`config.mk`:
```
export PLATFORM = sky130hd
export DESIGN_NAME = uart_prog_loader
export DESIGN_NICKNAME = d
export VERILOG_FILES = /design/src/rtl/uart_prog_loader_pkg.sv /design/src/rtl/uart_prog_loader_timeout_cnt.sv /design/src/rtl/uart_prog_loader.sv
export SDC_FILE = /design/constraint.sdc
export NUM_CORES = 1
export LEC_CHECK = 0
export ABC_AREA = 0
export CAP_MARGIN = 20
export CELL_PAD_IN_SITES_DETAIL_PLACEMENT = 2
export CELL_PAD_IN_SITES_GLOBAL_PLACEMENT = 2
export CORE_UTILIZATION = 30
export DETAILED_ROUTE_END_ITERATION = 12
export PLACE_DENSITY = 0.81
export SETUP_SLACK_MARGIN = 0.3
export SYNTH_ARGS = -nofsm -noshare
export SYNTH_HDL_FRONTEND = slang
export SYNTH_SLANG_ARGS = --single-unit
```
`constraint.sdc`:
```
create_clock -name clk -period 2.72 [get_ports clk]
set_input_delay 0.544 -clock clk [delete_from_list [all_inputs] [get_ports clk]]
set_output_delay 0.544 -clock clk [all_outputs]
set_load 0.05 [all_outputs]
```
`src/rtl/uart_prog_loader_pkg.sv`:
```
// Shared definitions for the UART program loader.
// Holds the FSM state encoding and the frame-format constants used by
// uart_prog_loader and its timeout counter.
package uart_prog_loader_pkg;

    // FSM states, 3-bit encoding.
    typedef enum logic [2:0] {
        ST_IDLE   = 3'd0,
        ST_LEN_HI = 3'd1,
        ST_DATA   = 3'd2,
        ST_WRITE  = 3'd3,
        ST_DONE   = 3'd4
    } state_e;

    // Frame format: 2 length bytes (LE word count), then 4 bytes per word (LE).
    localparam int WORD_BYTES = 4;
    localparam int LEN_BYTES  = 2;
    localparam int LEN_W      = 8 * LEN_BYTES;
    localparam int BYTE_IDX_W = $clog2(WORD_BYTES);

endpackage

```
`src/rtl/uart_prog_loader_timeout_cnt.sv`:
```
// loader_timeout_cnt: inter-byte watchdog.
// Counts enabled, non-cleared cycles and pulses 'expired' in the cycle the
// count sits at TIMEOUT-1 with no clear. A clear in that same cycle wins.
// Ports:
//   clk, rst  - clock, synchronous active-high reset
//   clear     - zero the count (byte seen, or watchdog not armed)
//   enable    - count this cycle
//   expired   - one-cycle pulse on terminal count
module loader_timeout_cnt #(
    parameter int TIMEOUT = 1000000
) (
    input  logic clk,
    input  logic rst,
    input  logic clear,
    input  logic enable,
    output logic expired
);

    localparam int CNT_W = $clog2(TIMEOUT);
    localparam logic [CNT_W-1:0] LAST = CNT_W'(TIMEOUT - 1);

    logic [CNT_W-1:0] cnt_q, cnt_d;

    always_comb begin
        expired = enable && !clear && (cnt_q == LAST);
        cnt_d   = cnt_q;
        if (clear) begin
            cnt_d = '0;
        end else if (enable) begin
            // Restart after expiry so a standalone user sees periodic pulses.
            cnt_d = expired ? '0 : cnt_q + 1'b1;
        end
    end

    always_ff @(posedge clk) begin
        if (rst) cnt_q <= '0;
        else     cnt_q <= cnt_d;
    end

endmodule

```
`src/rtl/uart_prog_loader.sv`:
```
// uart_prog_loader: turns a uart_rx byte stream into instruction-memory writes.
// Frame: LEN_LO, LEN_HI (word count N), then 4*N little-endian data bytes.
// Holds the CPU while loading and aborts on an inter-byte timeout.
// Ports:
//   clk, rst              - clock, synchronous active-high reset
//   load_en               - gate for starting a new frame from IDLE
//   rx_data, rx_done_tick - byte and its one-cycle valid strobe
//   mem_we/addr/wdata     - one write per assembled word (addr wraps)
//   cpu_hold              - pipeline hold while a frame is in progress
//   load_done             - pulse in the DONE cycle
//   err_timeout           - sticky, frame aborted by inter-byte timeout
//   err_overrun           - sticky, byte arrived during WRITE or DONE
module uart_prog_loader
    import uart_prog_loader_pkg::*;
#(
    parameter int ADDR_W  = 10,
    parameter int TIMEOUT = 1000000
) (
    input  logic              clk,
    input  logic              rst,
    input  logic              load_en,
    input  logic [7:0]        rx_data,
    input  logic              rx_done_tick,
    output logic              mem_we,
    output logic [ADDR_W-1:0] mem_addr,
    output logic [31:0]       mem_wdata,
    output logic              cpu_hold,
    output logic              load_done,
    output logic              err_timeout,
    output logic              err_overrun
);

    // Word index must cover both the full 16-bit count and the address.
    localparam int IDX_W = (ADDR_W > LEN_W) ? ADDR_W : LEN_W;

    state_e                  state_q, state_d;
    logic [LEN_W-1:0]        len_q, len_d;
    logic [IDX_W-1:0]        word_idx_q, word_idx_d;
    logic [BYTE_IDX_W-1:0]   byte_idx_q, byte_idx_d;
    logic [31:0]             word_q, word_d;
    logic                    mem_we_q, mem_we_d;
    logic [ADDR_W-1:0]       mem_addr_q, mem_addr_d;
    logic [31:0]             mem_wdata_q, mem_wdata_d;
    logic                    cpu_hold_q, cpu_hold_d;
    logic                    load_done_q, load_done_d;
    logic                    err_to_q, err_to_d;
    logic                    err_ov_q, err_ov_d;

    logic tmo_en, tmo_clear, tmo_expired;

    // Watchdog is armed only while waiting for frame bytes; outside those
    // states it is held clear so every entry starts from zero.
    assign tmo_en    = (state_q == ST_LEN_HI) || (state_q == ST_DATA);
    assign tmo_clear = rx_done_tick || !tmo_en;

    loader_timeout_cnt #(.TIMEOUT(TIMEOUT)) u_tmo (
        .clk     (clk),
        .rst     (rst),
        .clear   (tmo_clear),
        .enable  (tmo_en),
        .expired (tmo_expired)
    );

    always_comb begin
        state_d     = state_q;
        len_d       = len_q;
        word_idx_d  = word_idx_q;
        byte_idx_d  = byte_idx_q;
        word_d      = word_q;
        mem_addr_d  = mem_addr_q;
        mem_wdata_d = mem_wdata_q;
        cpu_hold_d  = cpu_hold_q;
        err_to_d    = err_to_q;
        err_ov_d    = err_ov_q;

        unique case (state_q)
            ST_IDLE: begin
                if (rx_done_tick && load_en) begin
                    len_d      = {8'h00, rx_data};
                    err_to_d   = 1'b0;
                    err_ov_d   = 1'b0;
                    cpu_hold_d = 1'b1;
                    state_d    = ST_LEN_HI;
                end
            end
            ST_LEN_HI: begin
                if (rx_done_tick) begin
                    len_d[15:8] = rx_data;
                    word_idx_d  = '0;
                    byte_idx_d  = '0;
                    state_d     = ({rx_data, len_q[7:0]} == '0) ? ST_DONE : ST_DATA;
                end else if (tmo_expired) begin
                    err_to_d   = 1'b1;
                    cpu_hold_d = 1'b0;
                    state_d    = ST_IDLE;
                end
            end
            ST_DATA: begin
                if (rx_done_tick) begin
                    word_d[byte_idx_q*8 +: 8] = rx_data;
                    if (byte_idx_q == BYTE_IDX_W'(WORD_BYTES - 1)) begin
                        byte_idx_d = '0;
                        state_d    = ST_WRITE;
                    end else begin
                        byte_idx_d = byte_idx_q + 1'b1;
                    end
                end else if (tmo_expired) begin
                    // Partial word is simply discarded.
                    err_to_d   = 1'b1;
                    cpu_hold_d = 1'b0;
                    state_d    = ST_IDLE;
                end
            end
            ST_WRITE: begin
                if (rx_done_tick) err_ov_d = 1'b1;
                word_idx_d = word_idx_q + 1'b1;
                state_d    = (word_idx_q == IDX_W'(len_q - 1'b1)) ? ST_DONE : ST_DATA;
            end
            ST_DONE: begin
                if (rx_done_tick) err_ov_d = 1'b1;
                cpu_hold_d = 1'b0;
                state_d    = ST_IDLE;
            end
            default: state_d = ST_IDLE;
        endcase

        // Outputs are registered off the next state so the strobes line up
        // with the cycle the FSM actually sits in WRITE / DONE.
        mem_we_d    = (state_d == ST_WRITE);
        load_done_d = (state_d == ST_DONE);
        if (state_d == ST_WRITE) begin
            mem_addr_d  = word_idx_q[ADDR_W-1:0];
            mem_wdata_d = word_d;
        end
    end

    always_ff @(posedge clk) begin
        if (rst) begin
            state_q     <= ST_IDLE;
            len_q       <= '0;
            word_idx_q  <= '0;
            byte_idx_q  <= '0;
            word_q      <= '0;
            mem_we_q    <= 1'b0;
            mem_addr_q  <= '0;
            mem_wdata_q <= '0;
            cpu_hold_q  <= 1'b0;
            load_done_q <= 1'b0;
            err_to_q    <= 1'b0;
            err_ov_q    <= 1'b0;
        end else begin
            state_q     <= state_d;
            len_q       <= len_d;
            word_idx_q  <= word_idx_d;
            byte_idx_q  <= byte_idx_d;
            word_q      <= word_d;
            mem_we_q    <= mem_we_d;
            mem_addr_q  <= mem_addr_d;
            mem_wdata_q <= mem_wdata_d;
            cpu_hold_q  <= cpu_hold_d;
            load_done_q <= load_done_d;
            err_to_q    <= err_to_d;
            err_ov_q    <= err_ov_d;
        end
    end

    assign mem_we      = mem_we_q;
    assign mem_addr    = mem_addr_q;
    assign mem_wdata   = mem_wdata_q;
    assign cpu_hold    = cpu_hold_q;
    assign load_done   = load_done_q;
    assign err_timeout = err_to_q;
    assign err_overrun = err_ov_q;

endmodule

```
**Word level (Yosys, flattened, before mapping)**

Cells that the tools add are included.

- Output and inout bits: 47
- Register bits: 136
- Input port bits: 12
- Logic and storage cells: 92

- Add/subtract/negate cells: 5
- Shift-type cells: 2
- Eq/ne operators: 15
- Muxes and demuxes: 31
- Reduce and logical (&&, ||, !) cells: 25

Operator list:

| operator | number |
|---|---|
| 2-to-1 mux 32 bit | 2 |
| negator 5 -> 34 bit | 1 |
| variable shift 8 x 34 -> 32 bit (first input constant) | 1 |
| indexed part select 8 x 34 -> 32 bit | 1 |
| bitwise mux 32 bit | 1 |
| 2-to-1 mux 16 bit | 2 |
| case mux 16 bit (2 select lines) | 1 |
| 2-to-1 mux 3 bit | 7 |
| adder 20 x 1 -> 20 bit (second input constant) | 1 |
| == test 20 bit (second input constant) | 1 |
| 2-to-1 mux 20 bit | 1 |
| adder 16 x 1 -> 16 bit (second input constant) | 1 |
| == test 16 bit | 1 |
| zero test 16 bit | 1 |
| case mux 8 bit (2 select lines) | 1 |
| subtractor 16 x 1 -> 16 bit (second input constant) | 1 |
| case mux 3 bit (4 select lines) | 1 |
| nonzero test 2 bit | 5 |
| == test 3 x 2 -> 1 bit (second input constant) | 3 |
| AND reduction 3 bit | 3 |
| 2-to-1 mux 8 bit | 1 |
| != test 2 bit (second input constant) | 4 |
| AND reduction 4 bit | 2 |
| 2-to-1 mux 1 bit | 7 |
| other kinds (16) | 28 |

**Depth between registers and ports, before layout**

Gate-level depths: netlist (run 1).

- Depth in word-level cells: 11
- Gate-level depth with buffers: 9
- Gate-level depth less buffers: 9

**By module**

From an unflattened synthesis (run 1), not the netlist that was laid out.

- Cell total of the unflattened synthesis: 752
- Area, all modules: 6159.7 µm²

By module, submodules not included:

| module | area an instance (µm²) | instances | seq. area each (µm²) | cells each |
|---|---|---|---|---|
| uart_prog_loader | 5141.2 | 1 | 2322.2 | 641 |
| loader_timeout_cnt | 1018.5 | 1 | 400.4 | 111 |

**Worst setup path before layout (run 1)**

No wires, ideal clock.

- Path kind: reg2reg
- Start point: register len_q[0]
- End point: register load_done_q, in the netlist load_done
- Library setup time: 58 ps
- Stages on the path, launching flop included: 9
- Buffers on the path: 0
- Clock period less this slack: 2224 ps
- Data arrival time: 2166 ps
- Setup slack: 496 ps
- Required time: 2662 ps
- Cells stage by stage: dfxtp_1 -> inv_1 -> ha_1 -> or4b_4 -> a2111oi_0 -> o211ai_1 -> a22o_1 -> nor3_2 -> o21ba_1

- Longest elaborated chain between the ends: 5
- Elaborated cells on any way between the ends: 8
- Those cells by class: add/sub: 1; eq/ne: 2; mux: 4; reduce/logical: 1

RTL lines:

| item | line | source |
|---|---|---|
| from (decl) | uart_prog_loader.sv:37 | `logic [LEN_W-1:0] len_q, len_d;` |
| from (signal assigned) | uart_prog_loader.sv:153 | `len_q <= len_d;` |
| subtractor 16 x 1 -> 16 bit or zero test 16 bit (tied branches) | uart_prog_loader.sv:117, uart_prog_loader.sv:91 |  |
| == test 16 bit or 2-to-1 mux 3 bit (tied branches) | uart_prog_loader.sv:117, uart_prog_loader.sv:91 |  |
| 2-to-1 mux 3 bit, on equally long branches | uart_prog_loader.sv:117, uart_prog_loader.sv:87 |  |
| case mux 3 bit (4 select lines) (*) | uart_prog_loader.sv:76 | `unique case (state_q)` |
| == test 3 bit (*) | uart_prog_loader.sv:130 | `load_done_d = (state_d == ST_DONE);` |
| to (signal assigned) | uart_prog_loader.sv:161 | `load_done_q <= load_done_d;` |
| to (decl) | uart_prog_loader.sv:45 | `logic load_done_q, load_done_d;` |

Every way passes the cells marked *; elsewhere a longest branch is shown, timed or not.
A chain may end at the register's enable or synchronous reset.

**Worst setup path after layout (run 1)**

- Start point: register len_q[1]
- End point: register state_q[1]

- Longest elaborated chain between the ends: 4
- Elaborated cells on any way between the ends: 7
- Those cells by class: add/sub: 1; eq/ne: 1; mux: 4; reduce/logical: 1

RTL lines:

| item | line | source |
|---|---|---|
| subtractor 16 x 1 -> 16 bit or zero test 16 bit (tied branches) | uart_prog_loader.sv:117, uart_prog_loader.sv:91 |  |
| == test 16 bit or 2-to-1 mux 3 bit (tied branches) | uart_prog_loader.sv:117, uart_prog_loader.sv:91 |  |
| 2-to-1 mux 3 bit, on equally long branches | uart_prog_loader.sv:117, uart_prog_loader.sv:87 |  |
| case mux 3 bit (4 select lines) (*) | uart_prog_loader.sv:76 |  |
| to (signal assigned) | uart_prog_loader.sv:152 | `state_q <= state_d;` |
| to (decl) | uart_prog_loader.sv:36 | `state_e state_q, state_d;` |

Marked as above.

==> results.tsv, run 1 <==
metric	value	unit
All-Layer GR Usage	20.9	%
Yosys cell types	54	
via count	5535	
crit share post-route	86.1	%
fin cells	1059	
final number of max-transition violations	0	
final worst slack	379	ps
CP peak stage delay	520	ps
minimum clock period	2340	ps
Seq/Total Area, Yosys	45.9	%
CTS tree	yes	
CP Cell Sequence	inv_2, ha_4, or4b_4, nor4_4, xnor2_1, nor3_2, nand4_1, o21ai_1, a21oi_1	
clk buf depth	2	
Num CTS Buffers	17	
Antenna Nets Post-Route	0	
top-area cell type share of the netlist area	45.9	%
#FFs+latches synth	136	
die height	143	um
Worst VDD drop	0.484	mV
crit path launch type	flip-flop	
grt total ovfl	0	
row count	51	
WL final	20200	um
Final setup viols	0	
post-synthesis cell area	5930	sq um
nets@finish	802	
Routed WL per cell	19.0	um
Synthesized Nets	737	
grt peak-use layer	met2	
DRC viols	0	
# IOs	59	
outcome	complete, no violations	
asr flop ratio synth	0	%
Die Area	20300	sq um
clk sinks	136	
fraction of layout cells with a size suffix above 1	11.6	%
htree depth	4	
met3 GRT Util	4.19	%
Main synth FF type	dfxtp_1	
Placement Cell Area	6920	sq um
power density cells	612	nW/um^2
# port buffers	58	
Slew headroom	54.7	%
syn_area_per_cell	8.28	sq um
Placer Congestion	0.810	
RSZ-0062 raised after global routing	yes	
HPWL Detailed	13300	um
synth top area cells	dfxtp_1 46%, a21oi_1 6.9%, nor2_1 6.1%, nand2_1 5.0%, a211oi_1 4.0%	
Post-synth EDFFs	0	
Power, Total	4.64	mW
Hold Path Class	reg2reg	
Worst Skew	9.79	ps
Design Area, Final	7580	sq um
core area	19400	sq um
leakage power	2.64	nW
grt met1 use	23.9	%
Critical Path Fanout Max	4	
Crit Path Class	reg2reg	
initial drt markers	266	
met2 Use GR	37.4	%
Synth-to-Final Area Change	27.9	%
max_cap viols	0	
initial antenna violation count	0	
vias per cell	5.23	
largest net degree at the start of global routing	63	
number of global-route vias before repair	6062	
Total Neg Setup Slack	0	ps
crit path DAT	2660	ps
dpl ws	39.2	ps
Syn Inst Count	716	
Critical Path RT	3040	ps
slowest CP cell	or4b_4	
measured slew at the worst slew-check pin	679	ps
Ant. Diodes	0	
Yosys warning count	0	
Reg clk slew, reported paths	60	ps
Max Clk Rate	0.427	GHz
placed cell count	1023	
Crit. End Element	flip-flop	
Die Width	143	um
first-pass GRT wire length	32300	um
Hold Fails Final Rpt	0	
Clock Tree Root	clkbuf_16	
Pre-Repair DR Iteration Count	4	
post-synth top area cell	dfxtp_1	
starting density of the core	30.6	%
Worst-Skew Late Latency	440	ps
==> sequential cells by signal, summed over array words and instances (netlist names) <==
| signal | flops |
|---|---|
| mem_we | 1 |
| load_done | 1 |
| u_tmo.cnt_q | 20 |
| mem_addr | 10 |
| word_idx_q | 16 |
| err_overrun | 1 |
| state_q | 3 |
| mem_wdata | 32 |
| word_q | 32 |
| cpu_hold | 1 |
| len_q | 16 |
| byte_idx_q | 2 |
| err_timeout | 1 |
==> cells in the mapped netlist, drive strengths merged (3+ instances only) <==
| cell | number |
|---|---|
| nor4 | 13 |
| nand4 | 7 |
| nand2 | 79 |
| xor2 | 11 |
| a22oi | 3 |
| nor3b | 3 |
| o21ai | 12 |
| nand3 | 31 |
| nor2 | 96 |
| ha | 9 |
| or3 | 6 |
| or4 | 5 |
| nor3 | 17 |
| o211ai | 4 |
| nand2b | 3 |
| and2 | 6 |
| and3 | 36 |
| a211oi | 32 |
| xnor2 | 22 |
| buf | 6 |
| nor2b | 6 |
| or2 | 9 |
| a21oi | 82 |
| clkbuf | 38 |
| a311oi | 4 |
| inv | 10 |
| dfxtp | 136 |
| a31oi | 4 |
==> per-layer routing <==
layer / up-vias / routed length (um)
met5: - / 0
met4: 0 / 495
met3: 41 / 512
met2: 78 / 10500
met1: 2781 / 8690
li1: 2635 / -
==> final timing paths <==
path	start	to	slack, ps	cells past startpoint
setup / recovery	len_q[1]$_SDFFE_PP0P_	state_q[1]$_SDFF_PP0_	380	9
hold / removal	mem_addr[4]$_SDFFE_PP0N_	mem_addr[4]$_SDFFE_PP0N_	460	2
setup reg to reg	len_q[1]$_SDFFE_PP0P_	state_q[1]$_SDFF_PP0_	380	9
hold reg to reg	mem_addr[4]$_SDFFE_PP0N_	mem_addr[4]$_SDFFE_PP0N_	460	2
==> cell type report <==
| cell class | instances | area [sq um] |
|---|---|---|
| tap | 265 | 332 |
| clock inverter | 8 | 96.3 |
| clock buffer | 24 | 462 |
| fill | 2191 | 11800 |
| timing repair buffer | 90 | 856 |
| multi-input combinational | 525 | 3070 |
| inverter | 11 | 41.3 |
| sequential | 136 | 2730 |
==> worst max-delay path, delay by kind of cell (launching register included) <==
family / cells / cell delay [ps]
xor gates and xnor gates: 1 / 130
and+or+nand+nor: 4 / 1270
AOI/OAI and AO/OA: 2 / 290
DFF: 1 / 340
adders and majority gates: 1 / 120
buffers and inverters: 1 / 70
==> cells in the final DEF, fill, tap and decap left out, drive strengths merged, types with 3 or more instances in the layout <==
master	instances
dfxtp	136
nor2	96
a21oi	82
nand2	79
clkdlybuf4s50	57
and3	36
buf	33
a211oi	32
nand3	31
clkbuf	24
xnor2	22
nor3	17
nor4	13
o21ai	12
xor2	11
inv	11
or2	9
ha	9
nand4	7
nor2b	6
or3	6
and2	6
or4	5
clkinv	5
o211ai	4
a31oi	4
a311oi	4
nand2b	3
a22oi	3
nor3b	3
==> report_power, final <==
part / internal, mW / switching (mW)
clock: 1.37 / 0.907
sequential: 2.01 / 0.0237
combinational: 0.135 / 0.200
==> what timing repair did <==
item	4_1_cts	5_1_grt
gates cloned	0	0
hold endpoints to repair	0	0
buffers inserted	2	2
setup endpoints to repair	11	3
hold buffers	0	0
resized for setup	9	12
pin swaps	5	2
==> kinds of logic (layout without fill, tap and decap cells) <==
kind of cell,count (synthesis),count (layout),share of synthesized area (%)
AND/OR/NAND/NOR,326,326,27.0
AO/OA/AOI/OAI,154,154,16.1
flip-flops,136,136,45.9
buffers and inverters,55,133,3.65
XOR/XNOR,33,33,4.87
adder cells (fa/ha/maj),9,9,1.90
multiplexers,3,3,0.548
==> per-stage QoR <==
step	util, %	hold slack (ps)
floorplan	-	432
global placement	35.6	444
detailed placement	35.6	454
CTS	38.8	462
global route	39.1	492
finish	39.1	460
Power figures use the tool's default switching activity.
==> inputs of run 2 (changes only) <==
- CORE_MARGIN: default -> 2
==> results.tsv, run 2 (same netlist as run 1, synthesis figures left out) <==
metric	value	unit
Ant. Diodes	0	
Clock Tree Root	clkbuf_16	
nets@finish	808	
Die Area	20900	sq um
Fillers	2151	
Final setup viols	0	
Critical Path RT	3040	ps
clk sinks	136	
outcome	complete, no violations	
Synth-to-Final Area Change	29.6	%
max_cap viols	0	
RSZ-0062 raised after global routing	yes	
Crit Path Class	reg2reg	
vias per cell	5.15	
Total Neg Setup Slack	0	ps
hold_buf cts	0	
Max Clk Rate	0.429	GHz
core area	19500	sq um
Placer Congestion	0.816	
fin cells	1064	
initial drt markers	233	
Hold Path Class	reg2reg	
Antenna Nets Post-Route	0	
# port buffers	58	
All-Layer GR Usage	19.8	%
Worst-Skew Late Latency	430	ps
Pre-Repair DR Iteration Count	4	
commonest non-fill, non-tap cell in the layout	dfxtp_1	
Crit. End Element	flip-flop	
Hold Fails Final Rpt	0	
Routed WL per cell	18.9	um
HPWL Detailed	13500	um
first-pass GRT wire length	32100	um
starting density of the core	30.5	%
largest net degree at the start of global routing	59	
R2R Setup Slk	390	ps
htree depth	4	
Power, Total	4.83	mW
fraction of layout cells with a size suffix above 1	12.4	%
Num CTS Buffers	17	
row count	51	
clk buf depth	2	
leakage power	2.69	nW
# IOs	59	
minimum clock period	2330	ps
measured slew at the worst slew-check pin	663	ps
minimum hold slack	460	ps
WL final	20100	um
DRC viols	0	
via count	5484	
Die Width	145	um
CTS tree	yes	
crit path launch type	flip-flop	
final number of max-transition violations	0	
number of global-route vias before repair	6023	
crit share post-route	85.8	%
Worst Skew	24.5	ps
Reg clk slew, reported paths	60	ps
crit path DAT	2650	ps
die height	145	um
Critical Path Fanout Max	7	
most frequent cells in the layout	133 x dfxtp_1, 96 x nor2_1, 81 x a21oi_1	
Slew headroom	55.8	%
power density cells	629	nW/um^2
initial antenna violation count	0	
placed cell count	1031	
grt total ovfl	0	
Worst VDD drop	0.399	mV
-- run 2: changes by cell type in the layout (fill, tap and decap cells not counted), sizes merged --
cell,delta
bufinv,+2
clkinvlp,+1
buf,+6
clkbuf,-4
-- run 2: area by class of cell --
cell class / instances / area [sq um] / area share [%]
tap: 265 / 332 / 4.31
timing repair buffer: 96 / 892 / 11.6
sequential: 136 / 2730 / 35.5
clock inverter: 11 / 171 / 2.23
inverter: 11 / 41.3 / 0.537
clock buffer: 20 / 447 / 5.81
multi-input combinational: 525 / 3080 / 40.0
-- run 2: repair_timing --
item	CTS	global route
hold endpoints to repair	0	0
pin swaps	5	8
endpoints found under the setup margin	3	20
buffers inserted	0	2
gates resized for setup	8	13
-- run 2: per-stage QoR --
stage,util (%),setup slack [ps],area [sq um]
after floorplan,-,496,5930
after global routing,39.5,248,7680
final,39.5,387,7680
after global placement,35.8,239,6960
after detailed placement,35.8,65.9,6960
after CTS,39.2,297,7620
-- run 2: power by group --
part / internal [mW] / total, mW / switching [mW]
logic: 0.138 / 0.342 / 0.204
registers: 2.01 / 2.02 / 0.0180
clock network: 1.56 / 2.47 / 0.911
-- run 2: critical path, cell delays in order (launching register included) --
cell     delay (ps)
dfxtp_1         370
or4_4           610
nor4_4          290
xnor2_1         130
nor4_2          330
nand4_1         220
o21ai_1         180
a21oi_1          90
-- run 2: worst paths after layout --
kind	from	end	cells past startpoint
setup / recovery	len_q[10]$_SDFFE_PP0P_	state_q[1]$_SDFF_PP0_	7
hold / removal	u_tmo.cnt_q[0]$_SDFFE_PP0N_	u_tmo.cnt_q[0]$_SDFFE_PP0N_	1
setup reg to reg	len_q[10]$_SDFFE_PP0P_	state_q[1]$_SDFF_PP0_	7
hold reg to reg	u_tmo.cnt_q[0]$_SDFFE_PP0N_	u_tmo.cnt_q[0]$_SDFFE_PP0N_	1
-- run 2: per-layer routing --
layer | routed length [um] | part of all wire (%) | track usage [%] | vias up
met5 | 0 | 0 | 0 | -
met3 | 561 | 2.8 | 4.47 | 14
li1 | - | - | - | 2644
met2 | 10700 | 53 | 36.5 | 71
met1 | 8610 | 43 | 23.2 | 2755
met4 | 195 | 0.97 | 4.75 | 0
==> RTL edit (settings of run 2) <==
Change the package constant `WORD_BYTES` from 4 to 16.
--- a/src/rtl/uart_prog_loader_pkg.sv
+++ b/src/rtl/uart_prog_loader_pkg.sv
@@ -14,5 +14,5 @@
 
     // Frame format: 2 length bytes (LE word count), then 4 bytes per word (LE).
-    localparam int WORD_BYTES = 4;
+    localparam int WORD_BYTES = 16;
     localparam int LEN_BYTES  = 2;
     localparam int LEN_W      = 8 * LEN_BYTES;
Check against the original RTL: not equivalent (Yosys sat finds a counterexample within 10 cycles, from zero or initial values and one cycle with rst high).
==> RTL edit against run 2 <==
The flow now finishes with violations (negative setup slack); first-iteration DRC count rose by 33%; total power up 5.0%; synthesized area rose by 4.9%; setup slack got worse by 0.48 ns; critical path depth increased by 1; global-route usage increased by 2.0 points; design area rose by 9.9%; core utilization rose by 2.1 points; clock power up 3%; routed wire length grew 28%; sequential cell count rose by 2; largest power group unchanged.
==> RTL edit: results (changes against run 2) <==
post-DR vias/cell 5.42 (+5.1%); drt pass-1 iters 5 (+1); slew margin rel. 0.384 (-0.173); number of global-route vias before repair 6381 (+5.9%); violated checks negative setup slack; leakage power 2.79 nW (+3.8%); hold_sp mem_addr[7]; HPWL after DPL 14000 um (+3.5%); top cells by area, synth dfxtp_1 (44%), nor2_1 (6.6%), mux2i_1 (5.5%); # diodes 0 (unchanged); fin cells 1074 (+0.94%); M2 GR Usage 0.390 (+0.0244); Crit. Startpoint byte_idx_q[1]; setup TNS -0.563 ns (-0.563 ns); dpl cell area 7300 um2 (+4.9%); Synth cell types 60 (+11%); htree depth 4 (unchanged); status finished with violations; Mapped Cells 718 (+0.28%); # placed instances 1037 (+0.58%); GR Util met3 0.0420 (-0.00273); CTS resizes 41 (+33); Setup WS post-layout -0.0960 ns (-0.483 ns); most frequent cells after synthesis dfxtp_1 (138), nor2_1 (109), nand2_1 (73), a21oi_1 (44), clkbuf_1 (41); GR Layer Usage met1 0.257 (+0.0249); share of cells above drive strength 1 0.205 (+0.0813); WP data arrival 3.15 ns (+0.50 ns); wire per inst 23.9 um (+27%); Largest stage delay, worst path 0.54 ns (-0.07 ns); Nets 810 (+0.25%); largest net degree at the start of global routing 118 (+100%); setup bufs post-CTS 2 (+2); Final Setup Violations 13 (+13); Routability Congestion 0.819 (+0.39%); reg2reg start byte_idx_q[1]; post-synthesis net count 737 (unchanged); 1st-iter DRT viols 309 (+33%); Slowest-stage cell, CP or4b_4; maximum vdd drop 0.000507 V (+27%); gr usage total 0.219 (+0.0205); critical path fanouts, max 4 (-3); first-pass GRT wire length 37000 um (+15%); worst hold slack 0.457 ns (-0.00365 ns); sw frac 0.285 (+0.0503); worst slack at placement -0.147 ns (-0.213 ns); sequential area share after synthesis 0.444 (-0.0152); clock skew 0.0144 ns (-0.0101 ns)
-- RTL edit: metal layers --
metal  share of wire  routed length [um]
met5               0                   0
met4           0.039                1010
met3           0.028                 722
met2            0.52               13200
met1            0.42               10700
-- RTL edit: logic make-up (layout without fill, tap and decap cells) --
family | count (synthesis) | after routing | synth area share
muxes | 39 | 39 | 0.0637
adders and majority gates | 7 | 7 | 0.0141
DFF | 138 | 138 | 0.444
buffers and inverters | 62 | 148 | 0.0444
and+or+nand+nor | 309 | 309 | 0.243
xor gates and xnor gates | 34 | 34 | 0.0478
AOI/OAI and AO/OA | 129 | 129 | 0.144
-- RTL edit: cell type report --
type                    count  area (um2)
clock buffers              17         425
clock inverters            15         195
fillers                  2220       11900
inverters                  12        48.8
multi-input cells         518        3660
flip-flops and latches    138        2770
well taps                 270         338
repair buffers            104        1000
-- RTL edit: worst paths after layout --
check / end / cells after the start
setup / recovery: mem_wdata[26] / 8
hold / removal: mem_addr[7] / 2
hold reg to reg: mem_addr[7] / 2
setup reg to reg: mem_wdata[26] / 8
-- RTL edit: power groups by stage --
| stage | sequential [mW] | combinational (mW) | clock (mW) |
|---|---|---|---|
| floorplan | 2.10 | 0.223 | 0 |
| global placement | 2.10 | 0.355 | 0 |
| detailed placement | 2.11 | 0.366 | 0 |
| CTS | 2.06 | 0.403 | 2.54 |
| global route | 2.07 | 0.491 | 2.67 |
| finish | 2.06 | 0.467 | 2.54 |
-- RTL edit: worst max-delay path: cells and delay by family (launching register included) --
family	cells	cell delay, ns
flops	1	0.33
buf+inv	1	0.21
mux	1	0.10
simple gates	3	1.29
compound gates	2	0.53
fa+ha+maj	1	0.23
